===== config.mk =====
export PLATFORM = sky130hd
export DESIGN_NAME = uart_tx
export DESIGN_NICKNAME = d
export VERILOG_FILES = /design/src/rtl/uart_tx_pkg.sv /design/src/rtl/uart_baud_gen.sv /design/src/rtl/uart_tx.sv
export SDC_FILE = /design/constraint.sdc
export NUM_CORES = 1
export LEC_CHECK = 0
export CORE_UTILIZATION = 50
export DETAILED_ROUTE_END_ITERATION = 6
export GPL_ROUTABILITY_DRIVEN = 1
export PLACE_DENSITY = 0.85
export SLEW_MARGIN = 20
export SYNTH_ARGS = -nofsm -noshare
export SYNTH_HDL_FRONTEND = slang
export SYNTH_HIERARCHICAL = 1
export SYNTH_SLANG_ARGS = --single-unit

===== constraint.sdc =====
create_clock -name clk_i -period 2.65 [get_ports clk_i]
set_input_delay 0.53 -clock clk_i [delete_from_list [all_inputs] [get_ports clk_i]]
set_output_delay 0.53 -clock clk_i [all_outputs]
set_load 0.02 [all_outputs]

===== src/rtl/uart_tx_pkg.sv =====
// Shared UART definitions: TX state encodings, status/control bit positions
// and register addresses used by the register block and the TX/RX engines.
package uart_tx_pkg;

    typedef enum logic [2:0] {
        ST_IDLE   = 3'd0,
        ST_START  = 3'd1,
        ST_DATA   = 3'd2,
        ST_PARITY = 3'd3,
        ST_STOP   = 3'd4
    } tx_state_t;

    // Status register bit positions
    localparam int STAT_TX_BUSY_BIT = 0;
    localparam int STAT_TX_DONE_BIT = 1;

    // Control register field offsets
    localparam int CTRL_DIV_LSB        = 0;
    localparam int CTRL_DIV_MSB        = 15;
    localparam int CTRL_PARITY_EN_BIT  = 16;
    localparam int CTRL_PARITY_ODD_BIT = 17;
    localparam int CTRL_STOP2_BIT      = 18;

    // Register block address map
    localparam logic [3:0] ADDR_STAT = 4'h0;
    localparam logic [3:0] ADDR_CTRL = 4'h4;
    localparam logic [3:0] ADDR_TX   = 4'h8;
    localparam logic [3:0] ADDR_RX   = 4'hC;

    // Parity bit for a frame: even parity when odd_sel is 0.
    function automatic logic calc_parity(input logic data_xor, input logic odd_sel);
        return data_xor ^ odd_sel;
    endfunction

endpackage


===== src/rtl/uart_baud_gen.sv =====
// Loadable bit-period counter: o_tick marks the last clock of each bit period,
// which is (div + 1) clocks long. Shared by the TX and RX engines.
module uart_baud_gen #(
    parameter int DIV_WIDTH = 16
) (
    input  logic                 clk_i,
    input  logic                 rst_i,
    input  logic                 i_load,
    input  logic                 i_en,
    input  logic [DIV_WIDTH-1:0] i_div,
    output logic                 o_tick
);

    logic [DIV_WIDTH-1:0] r_div;
    logic [DIV_WIDTH-1:0] r_cnt;

    // Counts down from the latched divisor and reloads on zero, so it never wraps.
    always_ff @(posedge clk_i) begin
        if (rst_i) begin
            r_div <= '0;
            r_cnt <= '0;
        end else if (i_load) begin
            r_div <= i_div;
            r_cnt <= i_div;
        end else if (i_en) begin
            if (r_cnt == '0) begin
                r_cnt <= r_div;
            end else begin
                r_cnt <= r_cnt - 1'b1;
            end
        end
    end

    assign o_tick = i_en & (r_cnt == '0);

endmodule


===== src/rtl/uart_tx.sv =====
// UART transmit engine: latches one byte plus frame format on start and
// serialises start, data (LSB first), optional parity and 1-2 stop bits.
module uart_tx
    import uart_tx_pkg::*;
#(
    parameter int DATA_BITS = 8,
    parameter int DIV_WIDTH = 16
) (
    input  logic                 clk_i,
    input  logic                 rst_i,
    input  logic [DATA_BITS-1:0] tx_data_i,
    input  logic                 tx_start_i,
    input  logic [DIV_WIDTH-1:0] baud_div_i,
    input  logic                 parity_en_i,
    input  logic                 parity_odd_i,
    input  logic                 stop2_i,
    output logic                 tx_o,
    output logic                 busy_o,
    output logic                 tx_ack_o,
    output logic                 done_o
);

    localparam int BIT_CNT_W = (DATA_BITS > 1) ? $clog2(DATA_BITS) : 1;
    localparam logic [BIT_CNT_W-1:0] LAST_DATA_BIT = BIT_CNT_W'(DATA_BITS - 1);

    tx_state_t              r_state;
    tx_state_t              w_state_next;
    logic [DATA_BITS-1:0]   r_shift;
    logic [DATA_BITS-1:0]   w_shift_next;
    logic [BIT_CNT_W-1:0]   r_bit_cnt;
    logic [BIT_CNT_W-1:0]   w_bit_cnt_next;
    logic                   r_tx;
    logic                   w_tx_next;
    logic                   r_busy;
    logic                   w_busy_next;
    logic                   r_ack;
    logic                   w_ack_next;
    logic                   r_done;
    logic                   w_done_next;
    logic                   r_parity_en;
    logic                   r_parity;
    logic                   r_stop2;
    logic                   w_load;
    logic                   w_tick;

    uart_baud_gen #(
        .DIV_WIDTH (DIV_WIDTH)
    ) u_baud_gen (
        .clk_i  (clk_i),
        .rst_i  (rst_i),
        .i_load (w_load),
        .i_en   (r_state != ST_IDLE),
        .i_div  (baud_div_i),
        .o_tick (w_tick)
    );

    always_comb begin
        w_state_next   = r_state;
        w_shift_next   = r_shift;
        w_bit_cnt_next = r_bit_cnt;
        w_tx_next      = r_tx;
        w_busy_next    = r_busy;
        w_ack_next     = 1'b0;
        w_done_next    = 1'b0;
        w_load         = 1'b0;

        case (r_state)
            ST_IDLE: begin
                w_tx_next   = 1'b1;
                w_busy_next = 1'b0;
                // The done cycle still reads as idle but must not accept a start.
                if (tx_start_i && !r_done) begin
                    w_load         = 1'b1;
                    w_state_next   = ST_START;
                    w_shift_next   = tx_data_i;
                    w_bit_cnt_next = '0;
                    w_tx_next      = 1'b0;
                    w_busy_next    = 1'b1;
                    w_ack_next     = 1'b1;
                end
            end

            ST_START: begin
                if (w_tick) begin
                    w_state_next   = ST_DATA;
                    w_tx_next      = r_shift[0];
                    w_shift_next   = r_shift >> 1;
                    w_bit_cnt_next = '0;
                end
            end

            ST_DATA: begin
                if (w_tick) begin
                    if (r_bit_cnt == LAST_DATA_BIT) begin
                        w_bit_cnt_next = '0;
                        if (r_parity_en) begin
                            w_state_next = ST_PARITY;
                            w_tx_next    = r_parity;
                        end else begin
                            w_state_next = ST_STOP;
                            w_tx_next    = 1'b1;
                        end
                    end else begin
                        w_tx_next      = r_shift[0];
                        w_shift_next   = r_shift >> 1;
                        w_bit_cnt_next = r_bit_cnt + 1'b1;
                    end
                end
            end

            ST_PARITY: begin
                if (w_tick) begin
                    w_state_next   = ST_STOP;
                    w_tx_next      = 1'b1;
                    w_bit_cnt_next = '0;
                end
            end

            ST_STOP: begin
                w_tx_next = 1'b1;
                if (w_tick) begin
                    if (r_stop2 && (r_bit_cnt == '0)) begin
                        w_bit_cnt_next = r_bit_cnt + 1'b1;
                    end else begin
                        w_state_next   = ST_IDLE;
                        w_bit_cnt_next = '0;
                        w_busy_next    = 1'b0;
                        w_done_next    = 1'b1;
                    end
                end
            end

            default: begin
                w_state_next = ST_IDLE;
                w_tx_next    = 1'b1;
                w_busy_next  = 1'b0;
            end
        endcase
    end

    always_ff @(posedge clk_i) begin
        if (rst_i) begin
            r_state     <= ST_IDLE;
            r_shift     <= '0;
            r_bit_cnt   <= '0;
            r_tx        <= 1'b1;
            r_busy      <= 1'b0;
            r_ack       <= 1'b0;
            r_done      <= 1'b0;
            r_parity_en <= 1'b0;
            r_parity    <= 1'b0;
            r_stop2     <= 1'b0;
        end else begin
            r_state   <= w_state_next;
            r_shift   <= w_shift_next;
            r_bit_cnt <= w_bit_cnt_next;
            r_tx      <= w_tx_next;
            r_busy    <= w_busy_next;
            r_ack     <= w_ack_next;
            r_done    <= w_done_next;
            if (w_load) begin
                r_parity_en <= parity_en_i;
                r_parity    <= calc_parity(^tx_data_i, parity_odd_i);
                r_stop2     <= stop2_i;
            end
        end
    end

    assign tx_o     = r_tx;
    assign busy_o   = r_busy;
    assign tx_ack_o = r_ack;
    assign done_o   = r_done;

endmodule


==> Flow_metrics.wiki <==
{| class="wikitable"
! Metric !! Value
|-
| Resize count post-CTS || 0
|-
| Max-capacitance violation count || 0
|-
| Number of buffers added for setup after CTS || 0
|-
| Cell types with the largest area share after synthesis || sky130_fd_sc_hd__dfxtp_1, sky130_fd_sc_hd__mux2i_1, sky130_fd_sc_hd__nor2_1
|-
| Layout Utilization || 61.3%
|-
| Number of instances in the placed design || 438
|-
| Minimum clock period after layout || 2330 ps
|-
| Setup violation total in the final timing report || 0
|-
| GRT Overall Usage || between 20% and 30%
|-
| Number of design rule violations left after detail routing || 0
|-
| Total number of clock tree sinks || 53
|-
| Critical path depth in cells || 9
|-
| Clock slew at the register clock pins of the worst setup and hold paths || 90 ps
|-
| Worst ir drop on vdd || 0.355 mV
|-
| Achievable frequency || between 400 and 500 MHz
|-
| Start point of the critical path || tx_start_i
|-
| Class of the tightest hold or removal check || register to register
|-
| Clk_lat worst skew || 300 ps
|-
| Arrival time of the worst setup path || 2520 ps
|-
| Worst slew slack as a fraction of its limit || 57.3%
|-
| Antenna-violating nets left || 0
|-
| Top Ports || 34
|-
| Post-synth top area cell || sky130_fd_sc_hd__dfxtp_1
|-
| WP buf/inv || 3
|-
| TritonCTS Buffers || 5
|-
| Total inserted antenna cells || 0
|-
| HPWL after detailed placement || 4470 µm
|-
| CP Class || input port to register
|-
| Worst-case setup slack after placement || 42.5 ps
|-
| RSZ-0062 raised after global routing || no
|-
| Result of the run || finished, final reports clean
|-
| Wire length per cell || about 14 µm
|-
| Die outline area || approximately 6100 µm²
|-
| Net Count, Synth || 374
|-
| First-pass GRT wire length || 10,600 µm
|-
| CP delay by family, top || simple AND/OR/NAND/NOR gates
|-
| Slew Viols, Final || 0
|-
| Layout Cells excl Fill || about 450
|-
| Sum of negative setup slack || 0 ps
|-
| Slew at the pin with the worst max-slew slack || 638 ps
|-
| Termination of the worst setup path || u_baud_gen/r_cnt[15]
|-
| Layout area overhead || 17.6%
|-
| Number of enable flip-flop cells after synthesis || 0
|-
| CTS tree || yes
|-
| Setup slack, reg-to-reg || approximately 340 ps
|-
| Number of global-route vias before repair || 2,422
|-
| Chip height || a little under 80 µm
|-
| Largest net degree at the start of global routing || 34
|-
| Portion of the post-synthesis area used by sequential elements || 36.8%
|-
| Destination of the worst register-to-register timing path || r_shift[4]
|-
| Longest individual stage delay on the worst path || ~460 ps
|-
| Fin worst setup slack || 317 ps
|-
| Clock Skew || 6.55 ps
|-
| Worst Reg-to-Reg Cells || 9
|-
| Critical path required time || 2830 ps
|-
| Detail-routed via count per cell || approximately 5.8
|-
| Gp weighted congestion || 0.854
|-
| Cell area after technology mapping || slightly below 3000 µm²
|-
| Count of warnings emitted by yosys || 6
|-
| Static leakage power || 1.24 nW
|-
| Flops & latches, synth || 53
|-
| Cell at the slowest stage of the critical path || sky130_fd_sc_hd__clkdlybuf4s50_1
|-
| Fin nets || slightly above 400
|-
| Power after layout || 2.04 mW
|-
| Async set-reset flop share out of synthesis || 0%
|-
| Initial antenna violation count || 0
|-
| Core Box Area || 5540 µm²
|-
| Chain of cells forming the critical path || clkdlybuf4s50_1 -> or4b_4 -> or2_1 -> clkinv_4 -> inv_1 -> nand2_1 -> nor2_1 -> a31oi_1 -> o31ai_1
|-
| Final non-filler cell area || between 3000 and 4000 µm²
|-
| Overall die width || 78.0 µm
|-
| Distinct cells, synth || 57
|-
| Maximum fanout count along the critical path || 9
|-
| Total global routing overflow || 0
|-
| Total length of routed wires || 6280 µm
|-
| Depth of the CTS H-tree || 2
|-
| Detailed Routing Iterations Pass 1 || 5
|-
| Share of post-route cells with drive strength above 1 || 9.36%
|-
| Number of core rows || 27
|-
| Share of the clock period used by the worst path || 88.0%
|-
| Yosys top cell area share || 36.8%
|-
| Synthesized area divided by synthesized cell count || around 8.5 µm²
|-
| Post-Synthesis Cells || 339
|-
| Sort of element at the end of the critical path || register
|-
| Areal power density over the cells || 600 nW/µm²
|-
| Fin. Hold Viols || 0
|-
| Via total after detailed routing || 2,595
|-
| Drt initial violations || 156
|-
| Count of hold-fix buffers inserted at cts || 0
|-
| Number of buffers between clock root and the deepest sink || 2
|-
| Cell at the root of the clock tree || sky130_fd_sc_hd__clkbuf_8
|-
| Critical Path Source Type || input port
|-
| Placed cell areas || 3320 µm²
|-
| Dominant register cell in the synthesized netlist || sky130_fd_sc_hd__dfxtp_1
|-
| Port Buffer Count || 33
|-
| Filler cell count in the final layout || 480
|-
| Launching point of the worst reg2reg path || u_baud_gen/r_cnt[0]
|-
| Worst hold-check slack || approximately 460 ps
|-
| Initial Util || 52.1%
|}
layer usage:
metal,vias up,GRT usage (%),share of wire (%)
met5,-,0,0
met4,0,8.52,0.88
li1,1310,-,-
met2,62,35.8,47
met3,6,4.00,5.0
met1,1217,27.8,47
cell usage in the layout (no fill, tap or decap), types with 3 or more instances in the layout:
cell type	Yosys	layout
sky130_fd_sc_hd__nor2_1	39	39
sky130_fd_sc_hd__o21ai_0	22	22
sky130_fd_sc_hd__inv_1	11	11
sky130_fd_sc_hd__o31ai_1	4	4
sky130_fd_sc_hd__clkbuf_8	0	5
sky130_fd_sc_hd__mux2i_1	18	18
sky130_fd_sc_hd__nand3_1	11	11
sky130_fd_sc_hd__a21oi_1	21	21
sky130_fd_sc_hd__clkdlybuf4s50_1	0	32
sky130_fd_sc_hd__ha_1	5	5
sky130_fd_sc_hd__or3_1	5	5
sky130_fd_sc_hd__nand2b_1	8	8
sky130_fd_sc_hd__buf_4	1	15
sky130_fd_sc_hd__nand2_1	26	26
sky130_fd_sc_hd__xnor2_1	11	11
sky130_fd_sc_hd__dfxtp_1	53	53
sky130_fd_sc_hd__a22oi_1	13	13
sky130_fd_sc_hd__clkbuf_1	16	3
sky130_fd_sc_hd__o21ai_1	3	3
sky130_fd_sc_hd__o2111ai_1	3	3
sky130_fd_sc_hd__nor3_1	7	7
sky130_fd_sc_hd__o22ai_1	6	6
sky130_fd_sc_hd__a311oi_1	7	7
sky130_fd_sc_hd__o221ai_1	6	6
logic make-up (layout without fill, tap and decap cells):
| kind of cell | Yosys count | after routing | share of synthesized area (%) |
|---|---|---|---|
| adders and majority gates | 5 | 5 | 2.17 |
| muxes | 19 | 19 | 6.63 |
| xor gates and xnor gates | 14 | 14 | 5.20 |
| and+or+nand+nor | 117 | 117 | 21.5 |
| DFF | 53 | 53 | 36.8 |
| buffers and inverters | 33 | 68 | 5.16 |
| AOI/OAI and AO/OA | 98 | 98 | 22.6 |
registers in the layout, indices dropped and copies added (netlist names), 3 cells and up:
register,flops
r_state,3
u_baud_gen/r_cnt,16
u_baud_gen/r_div,16
r_bit_cnt,3
r_shift,8
worst min path at each step:
stage / start / end / depth (start not counted)
2_1_floorplan: r_stop2 / r_stop2 / 2
3_3_place_gp: r_stop2 / r_stop2 / 2
3_5_place_dp: r_stop2 / r_stop2 / 2
4_1_cts: r_stop2 / r_stop2 / 2
5_1_grt: r_stop2 / r_stop2 / 2
6_report: r_stop2 / r_stop2 / 2
cell usage after synthesis (2+ instances only):
cell and n:
sky130_fd_sc_hd__nand2b_1 8, sky130_fd_sc_hd__a22oi_1 13, sky130_fd_sc_hd__a21oi_1 21, sky130_fd_sc_hd__o21ai_1 3, sky130_fd_sc_hd__o211ai_1 2, sky130_fd_sc_hd__inv_1 11
sky130_fd_sc_hd__nor2_1 39, sky130_fd_sc_hd__nor4_2 2, sky130_fd_sc_hd__o2111ai_1 3, sky130_fd_sc_hd__clkbuf_1 16, sky130_fd_sc_hd__o41ai_1 2, sky130_fd_sc_hd__o221ai_1 6
sky130_fd_sc_hd__xnor3_1 2, sky130_fd_sc_hd__o21ai_0 22, sky130_fd_sc_hd__or3_1 5, sky130_fd_sc_hd__xnor2_1 11, sky130_fd_sc_hd__nor3_1 7, sky130_fd_sc_hd__or4_1 2
sky130_fd_sc_hd__nand3_1 11, sky130_fd_sc_hd__nand2_1 26, sky130_fd_sc_hd__o22ai_1 6, sky130_fd_sc_hd__a311oi_1 7, sky130_fd_sc_hd__buf_6 2, sky130_fd_sc_hd__dfxtp_1 53
sky130_fd_sc_hd__o31ai_1 4, sky130_fd_sc_hd__mux2i_1 18, sky130_fd_sc_hd__nand3b_1 2, sky130_fd_sc_hd__ha_1 5, sky130_fd_sc_hd__a31oi_1 2
area by class of cell:
type                    instances  area, µm²  area share (%)
well taps                      72       90.1            2.65
clock buffers                   8       80.1            2.36
repair buffers                 48        438            12.9
inverters                      12       50.0            1.47
flip-flops and latches         53       1060            31.2
multi-input cells             253       1680            49.4
worst register-to-register path: stages, from the launching register on:
cell,delay (ps)
sky130_fd_sc_hd__dfxtp_1,370
sky130_fd_sc_hd__inv_1,100
sky130_fd_sc_hd__ha_1,160
sky130_fd_sc_hd__nor4b_2,270
sky130_fd_sc_hd__nand4_2,160
sky130_fd_sc_hd__nor2_1,200
sky130_fd_sc_hd__nand4bb_1,180
sky130_fd_sc_hd__a31oi_4,430
sky130_fd_sc_hd__nor2_1,90
sky130_fd_sc_hd__a311oi_1,270
power by group:
group | leakage, nW | switching [mW] | internal [mW]
Sequential | 0.436 | 0.0873 | 0.875
Clock | 0.0395 | 0.246 | 0.188
Combinational | 0.761 | 0.339 | 0.303
Note: power is estimated with default switching activity, not from simulation.
